`src/rtl/qspi_font_reader.sv`:
```
// qspi_font_reader: streams glyph bitmaps from QSPI NOR flash (quad I/O read 0xEB) as 2-bit pixels, one per clk.
// Ports: clk/rst (sync, active high); fetch_start/fetch_addr/fetch_stop request control; busy status;
// pixel_data/pixel_data_valid pixel stream; spi_cs_n/spi_sck/spi_io_out/spi_io_oe/spi_io_in flash pins.
module qspi_font_reader #(
    parameter int         DUMMY_CYCLES   = 4,
    parameter logic [7:0] MODE_BYTE      = 8'hFF,
    parameter int         CS_HIGH_CYCLES = 2
) (
    input  logic        clk,
    input  logic        rst,
    input  logic        fetch_start,
    input  logic [23:0] fetch_addr,
    input  logic        fetch_stop,
    output logic        busy,
    output logic [1:0]  pixel_data,
    output logic        pixel_data_valid,
    output logic        spi_cs_n,
    output logic        spi_sck,
    output logic [3:0]  spi_io_out,
    output logic [3:0]  spi_io_oe,
    input  logic [3:0]  spi_io_in
);
    localparam int CW = $clog2((CS_HIGH_CYCLES > 16 ? CS_HIGH_CYCLES : 16) + 1);
    typedef enum logic [2:0] {IDLE, CMD, ADDR, MODE, DUMMY, DATA, END} state_t;
    state_t        state_q, state_d;
    logic [CW-1:0] cnt_q, cnt_d;
    logic [39:0]   sr_q, sr_d;
    logic [1:0]    lo_q, lo_d;
    logic [1:0]    pixel_q, pixel_d;
    logic          valid_q, valid_d;
    logic          cs_n_q, cs_n_d;
    logic          sck_q, sck_d;
    logic [3:0]    io_out_q, io_out_d;
    logic [3:0]    io_oe_q, io_oe_d;
    logic          busy_q, busy_d;
    logic          fall, on_d, cap;
    // cnt_q holds SCK periods left in the current phase minus one (or END clocks left minus one).
    // sr_q holds {command, address, mode}; its top bits are always the value currently on the pins.
    always_comb begin
        fall = state_q != IDLE && state_q != END && sck_q;
        state_d = state_q;
        cnt_d = cnt_q;
        sr_d = sr_q;
        if (state_q == IDLE) begin
            if (fetch_start && !fetch_stop) begin
                state_d = CMD;
                cnt_d = CW'(7);
                sr_d = {8'hEB, fetch_addr, MODE_BYTE};
            end
        end else if (state_q == END) begin
            if (cnt_q == '0) state_d = IDLE;
            else cnt_d = cnt_q - CW'(1);
        end else if (fetch_stop) begin
            state_d = END;
            cnt_d = CW'(CS_HIGH_CYCLES - 1);
        end else if (fall && state_q != DATA) begin
            sr_d = state_q == CMD ? sr_q << 1 : sr_q << 4;
            cnt_d = cnt_q - CW'(1);
            if (cnt_q == '0) begin
                state_d = state_q == CMD ? ADDR : state_q == ADDR ? MODE : state_q == MODE ? DUMMY : DATA;
                cnt_d = state_q == CMD ? CW'(5) : state_q == ADDR ? CW'(1) : CW'(DUMMY_CYCLES - 1);
            end
        end
        on_d = state_d != IDLE && state_d != END;
        cs_n_d = !on_d;
        // SCK starts low on the accepting edge and toggles every clk afterwards.
        sck_d = on_d && state_q != IDLE && !sck_q;
        io_out_d = state_d == CMD ? {3'b000, sr_d[39]} : (state_d == ADDR || state_d == MODE) ? sr_d[39:36] : 4'h0;
        io_oe_d = state_d == CMD ? 4'b0001 : (state_d == ADDR || state_d == MODE) ? 4'b1111 : 4'b0000;
        // A nibble is captured on each SCK falling edge in DATA except the one that enters DATA.
        cap = state_q == DATA && sck_q && state_d == DATA;
        pixel_d = state_d != DATA ? 2'b00 : cap ? spi_io_in[3:2] : lo_q;
        lo_d = state_d != DATA ? 2'b00 : cap ? spi_io_in[1:0] : lo_q;
        valid_d = state_d == DATA && (cap || valid_q);
        busy_d = state_d != IDLE;
    end
    always_ff @(posedge clk) begin
        if (rst) begin
            state_q  <= IDLE;
            cnt_q    <= '0;
            sr_q     <= '0;
            lo_q     <= '0;
            pixel_q  <= '0;
            valid_q  <= 1'b0;
            cs_n_q   <= 1'b1;
            sck_q    <= 1'b0;
            io_out_q <= '0;
            io_oe_q  <= '0;
            busy_q   <= 1'b0;
        end else begin
            state_q  <= state_d;
            cnt_q    <= cnt_d;
            sr_q     <= sr_d;
            lo_q     <= lo_d;
            pixel_q  <= pixel_d;
            valid_q  <= valid_d;
            cs_n_q   <= cs_n_d;
            sck_q    <= sck_d;
            io_out_q <= io_out_d;
            io_oe_q  <= io_oe_d;
            busy_q   <= busy_d;
        end
    end
    assign busy             = busy_q;
    assign pixel_data       = pixel_q;
    assign pixel_data_valid = valid_q;
    assign spi_cs_n         = cs_n_q;
    assign spi_sck          = sck_q;
    assign spi_io_out       = io_out_q;
    assign spi_io_oe        = io_oe_q;
endmodule

```
`config.mk`:
```
export PLATFORM = sky130hd
export DESIGN_NAME = qspi_font_reader
export DESIGN_NICKNAME = d
export VERILOG_FILES = /design/src/rtl/qspi_font_reader.sv
export SDC_FILE = /design/constraint.sdc
export NUM_CORES = 1
export LEC_CHECK = 0
export ABC_AREA = 1
export BUFFER_PORTS_ARGS = -buffer_cell sky130_fd_sc_hd__buf_4
export CORE_ASPECT_RATIO = 1.5
export CORE_UTILIZATION = 35
export DETAILED_ROUTE_END_ITERATION = 6
export SYNTH_ARGS = -nofsm -noshare
export SYNTH_HDL_FRONTEND = slang
export SYNTH_SLANG_ARGS = --single-unit
export TNS_END_PERCENT = 1
```
`constraint.sdc`:
```
create_clock -name clk -period 2 [get_ports clk]
set_clock_uncertainty 0.1 [all_clocks]
set_input_delay 0.5 -clock clk [delete_from_list [all_inputs] [get_ports clk]]
set_output_delay 0.5 -clock clk [all_outputs]
set_load 0.03 [all_outputs]
```
==> Word level (Yosys, flattened, before mapping) <==
Index checks and enable logic that the tools add are counted.
{ "totals": {"reg_bits": 64, "input_bits": 32, "output_inout_bits": 14, "word_cells": 89} }
{ "op_classes": {"addsub": 1, "n_eq_ne": 17, "n_mux": 30, "n_bitwise": 1, "n_reduce_logical": 26} }
{ "ops": {"columns": ["op", "n"], "rows": [
  ["two-way mux 40 bit", 6],
  ["two-way mux 5 bit", 7],
  ["two-way mux 3 bit", 10],
  ["inequality test 3 bit (second input constant)", 5],
  ["equality test 3 x 2 -> 1 bit (second input constant)", 4],
  ["logical AND 1 bit", 10],
  ["equality test 3 bit (second input constant)", 3],
  ["equality test 3 x 1 -> 1 bit (second input constant)", 2],
  ["nonzero test 3 bit", 2],
  ["logical NOT 5 bit", 1],
  ["subtractor 5 x 1 -> 5 bit (second input constant)", 1],
  ["two-way mux 1 bit", 4],
  ["two-way mux 2 bit", 2],
  ["two-way mux 4 bit", 1],
  ["inequality test 2 x 1 -> 1 bit (second input constant)", 2],
  ["AND reduction 4 bit", 1],
  ["nonzero test 4 bit", 1],
  ["OR reduction 2 bit", 2],
  ["logical NOT 1 bit", 3],
  ["logical NOT 3 bit", 1],
  ["AND reduction 3 bit", 1],
  ["OR reduction 3 bit", 1],
  ["logical OR 1 bit", 2],
  ["inequality test 2 bit (second input constant)", 1],
  ["2 further kinds", 2]
]} }

==> Depth between registers and ports, before layout <==
{ "logic_depth": {"ltp_word": 13, "depth_mapped": 14, "depth_no_buf": 14} }

==> Least setup slack after synthesis <==
Ideal clock, no wire load.
{ "synth_path": {"path_type": "reg2reg", "startpoint": "reg sck_q, in the netlist spi_sck", "endpoint": "reg io_oe_q[0], in the netlist spi_io_oe[0]", "setup_time_ps": 128, "arrival_ps": 1429, "required_time_ps": 1772, "slack_ps": 343, "path_stages_with_launch": 11, "path_buffers": 1, "period_less_slack_ps": 1657, "path_cell_list": "dfxtp_1 nand2_2 nor2_4 nand2_2 nand2_1 nand2_1 nand2_1 buf_6 nor2_1 nand2_1 o21ai_1"} }
{ "synth_via": {"elab_chain_cells": 10, "elab_cells_between_ends": 12, "classes_between": "eq/ne (3); mux (6); reduce/logical (3)"} }
{ "synth_lines": {"columns": ["element", "line", "text"], "rows": [
  ["start, declared", "32", "logic sck_q, sck_d;"],
  ["start signal, assigned", "98", "sck_q <= sck_d;"],
  ["logical AND 1 bit (*)", "40", "fall = state_q != IDLE && state_q != END && sck_q;"],
  ["logical AND 1 bit (*)", "56", "end else if (fall && state_q != DATA) begin"],
  ["two-way mux 3 bit (*)", "56", null],
  ["two-way mux 3 bit (*)", "53", "end else if (fetch_stop) begin"],
  ["two-way mux 3 bit (*)", "50", "end else if (state_q == END) begin"],
  ["two-way mux 3 bit (*)", "44", "if (state_q == IDLE) begin"],
  ["equality test 3 x 2 -> 1 bit", "69", "io_oe_d = state_d == CMD ? 4'b0001 : (state_d == ADDR || state_d == MODE) ? 4'b1111 : 4'b0000;"],
  ["logical OR 1 bit", "69", null],
  ["two-way mux 4 bit", "69", null],
  ["two-way mux 1 bit (*)", "69", null],
  ["end signal, assigned", "100", "io_oe_q <= io_oe_d;"],
  ["end, declared", "34", "logic [3:0] io_oe_q, io_oe_d;"]
]} }
Every way passes the cells marked *; elsewhere a longest branch is shown, timed or not.
A chain may end at the register's enable or synchronous reset.

==> Final worst setup path <==
{ "layout_path": {"startpoint": "reg cnt_q[1]", "endpoint": "reg pixel_q[0], in the netlist pixel_data[0]"} }
{ "layout_via": {"elab_chain_cells": 9, "elab_cells_between_ends": 12, "classes_between": "eq/ne (2); mux (7); reduce/logical (3)"} }
{ "layout_lines": {"columns": ["element", "line", "text"], "rows": [
  ["start, declared", "26", "logic [CW-1:0] cnt_q, cnt_d;"],
  ["start signal, assigned", "92", "cnt_q <= cnt_d;"],
  ["logical NOT 5 bit (*)", "51, 59", null],
  ["two-way mux 3 bit", "59", "if (cnt_q == '0) begin"],
  ["two-way mux 3 bit", "56", null],
  ["two-way mux 3 bit", "53", null],
  ["two-way mux 3 bit (*)", "50", null],
  ["two-way mux 3 bit (*)", "44", null],
  ["equality test 3 bit", "71", "cap = state_q == DATA && sck_q && state_d == DATA;"],
  ["logical AND 1 bit", "71", null],
  ["two-way mux 2 bit", "72", "pixel_d = state_d != DATA ? 2'b00 : cap ? spi_io_in[3:2] : lo_q;"],
  ["end signal, assigned", "95", "pixel_q <= pixel_d;"],
  ["end, declared", "29", "logic [1:0] pixel_q, pixel_d;"]
]} }
Marks and branches as above.

==> impl_metrics.json <==
{
  "seq_area_frac_synth_pct": 41.0,
  "final_cell_mix": "nand2_1, a21oi_1, dfxtp_1, buf_4, inv_1",
  "grt_pass1_wl_um": 12400,
  "slew_violations": 0,
  "period_minus_slack_ns": 1.85,
  "cts_buffers": 9,
  "leakage_uw": 0.00155,
  "die_area_um2": 9030,
  "hold_viol_final": 0,
  "pre_cts_slack_ns": -0.0199,
  "syn_area_um2": 3030,
  "clock-root-buffer": "clkbuf_16",
  "tightest_slew_ns": 0.403,
  "wl_um": 7570,
  "clk_pin_slew_worst_paths_ns": 0.05,
  "routed_via_density": 4.99,
  "syn_to_final_growth_pct": 28.3,
  "async_reset_ff_share_pct": 0,
  "cp-end-kind": "register",
  "cts.htree.levels": 3,
  "seq_area_um2": 1240,
  "ant_nets": 0,
  "critical_path.startpoint_type": "register",
  "grt_use_met3_pct": 2.60,
  "synth_edf_count": 0,
  "vdd_drop_max_uv": 497,
  "crit_start": "cnt_q[1]",
  "period_share_pct": 92.5,
  "worstPathArrival_ns": 2.00,
  "fin_area_um2": 3880,
  "avgSynthCellArea_um2": 7.01,
  "coreArea_um2": 8410,
  "busiest_layer": "met2",
  "drive_above_1_share_pct": 22.1,
  "nets": 514,
  "clockBufferDepth": 2,
  "ys_ff_latch": 62,
  "drt-wirelength-per-cell_um": 12.8,
  "grt_overflow": 0,
  "diodes": 0,
  "crit_type": "register to register",
  "cts_hold_buffers": 0,
  "hold_class": "primary input to register",
  "final_common_cell": "nand2_1",
  "n_fill_cell": 902,
  "track_usage_pct": 17.5,
  "initial_core_util_pct": 36.0,
  "hp-start": "fetch_addr[19]",
  "grt_pass1_vias": 2827,
  "drc": 0,
  "ys_warn_count": 0,
  "first_pass_iters": 4,
  "gp_congestion": 0.915,
  "fmax_mhz": 541,
  "clock_latency_ns": 0.33,
  "antenna_found_initial": 0,
  "synth_ff_type": "dfxtp_1",
  "io_buffers": 45,
  "grt_max_degree": 37,
  "maxCapViolations": 0,
  "pwr_density_cell_nw_per_um2": 925,
  "tns_ns": 0,
  "io_pins": 46,
  "grt_setup_unrepaired": "yes",
  "multiInputGateArea_um2": 1560,
  "status": "complete, no violations",
  "synth.net_count": 466,
  "syn_inst": 432,
  "grt_use_met1_pct": 18.6,
  "final-setup-viol-count": 0,
  "critPathMaxFanout": 7,
  "worstPathRequired_ns": 2.15,
  "layoutNonFillerInstCount": 592,
  "utilization_pct": 46.2,
  "postCtsSetupBuffers": 0,
  "row_count": 41,
  "post-place-cells": 576,
  "cts.sinks": 62,
  "postLayoutSetupSlackWorst_ns": 0.150,
  "ys_types": 36,
  "r2r_start": "cnt_q[1]",
  "hpwl_um": 5300,
  "vias": 2957,
  "maxSlewHeadroom_pct": 73.0,
  "dpl_cell_area_um2": 3520,
  "drt_iter0_drc": 232,
  "die_h_um": 116,
  "grtUsageMet2_pct": 32.9,
  "tritoncts": "done",
  "floorplan.die.width_um": 77.9
}
==> worst max-delay path, stage by stage, from the launching register on <==
cell and delay (ns):
dfxtp_1 0.31, inv_1 0.09, ha_1 0.17, inv_1 0.05, nor2_2 0.13, nand2_2 0.10
nand2_1 0.07, nand2_1 0.05, nand2_1 0.06, nand3_1 0.14, nand2_4 0.15, nand2_1 0.06
inv_1 0.08, nand2_2 0.08, a21oi_1 0.14
==> Yosys cell counts, types with 2 or more instances <==
master    count  area, um2
dfxtp_1      62       1240
o21ai_0      19       95.1
nand3_1      10       50.1
a21oi_1      83        415
nand4_1       4       25.0
nor2_1       23       86.3
nand3_2       2       20.0
inv_1        32        120
inv_2         6       22.5
buf_4         2       15.0
a22oi_1       4       30.0
mux2i_1       2       20.0
a221oi_1      8       70.1
nor2_2        2       12.5
ha_1          2       25.0
nand2_2       6       37.5
a31oi_1       3       18.8
clkbuf_1     10       37.5
nor3_1        7       35.0
nor2_4        3       33.8
nand2_1     118        443
buf_2         9       45.0
o21ai_1       2       10.0
==> metrics by stage <==
stage | hold slack [ns] | power, uW
floorplan | 0.347 | 1730
global placement | 0.342 | 1910
detailed placement | 0.355 | 1910
CTS | 0.328 | 3630
global route | 0.336 | 3750
finish | 0.330 | 3590
==> cell families (layout without fill, tap and decap cells) <==
| kind of cell | count (synthesis) | count (layout) | synth area share [%] |
|---|---|---|---|
| buffers and inverters | 61 | 114 | 8.43 |
| AOI/OAI and AO/OA | 124 | 124 | 22.7 |
| muxes | 2 | 2 | 0.661 |
| xor gates and xnor gates | 2 | 2 | 0.579 |
| DFF | 62 | 62 | 41.0 |
| and+or+nand+nor | 179 | 179 | 25.8 |
| adders and majority gates | 2 | 2 | 0.826 |
==> report_power, final <==
part           leakage (uW)  switching [uW]  internal [uW]  total [uW]
combinational      0.000883             324            214         538
sequential         0.000507            49.5           1310        1360
clock              0.000155             565           1130        1690
==> timing repair <==
item / CTS / global route
endpoints found under the setup margin: 1 / 15
gates cloned: 0 / 0
resized for setup: 2 / 7
==> final timing paths <==
check,slack (ns),cells after the start,end
worst max-delay path,0.15,14,pixel_data[0]
worst min-delay path,0.33,3,sr_q[27]
worst max register to register,0.15,14,pixel_data[0]
worst min register to register,0.36,2,pixel_data_valid
==> final cells by class <==
type                       count  share of cell area, %
clock buffer                  10                   6.15
tap                          107                   3.45
clock inverter                 6                   2.38
timing repair buffer          60                   12.2
sequential                    62                   32.0
inverter                      38                   3.67
multi-input combinational    309                   40.1
==> flip-flops by register name (all words and copies together) (netlist names), 2 cells and up <==
name / count
sr_q: 40
cnt_q: 5
spi_io_out: 4
state_q: 3
lo_q: 2
pixel_data: 2
spi_io_oe: 2
==> metal layers <==
layer | vias to the layer above | part of all wire, %
li1 | 1530 | -
met4 | 0 | 2.4
met2 | 65 | 52
met5 | - | 0
met1 | 1349 | 42
met3 | 13 | 3.9
No activity file was read; power rests on OpenSTA's default activity.
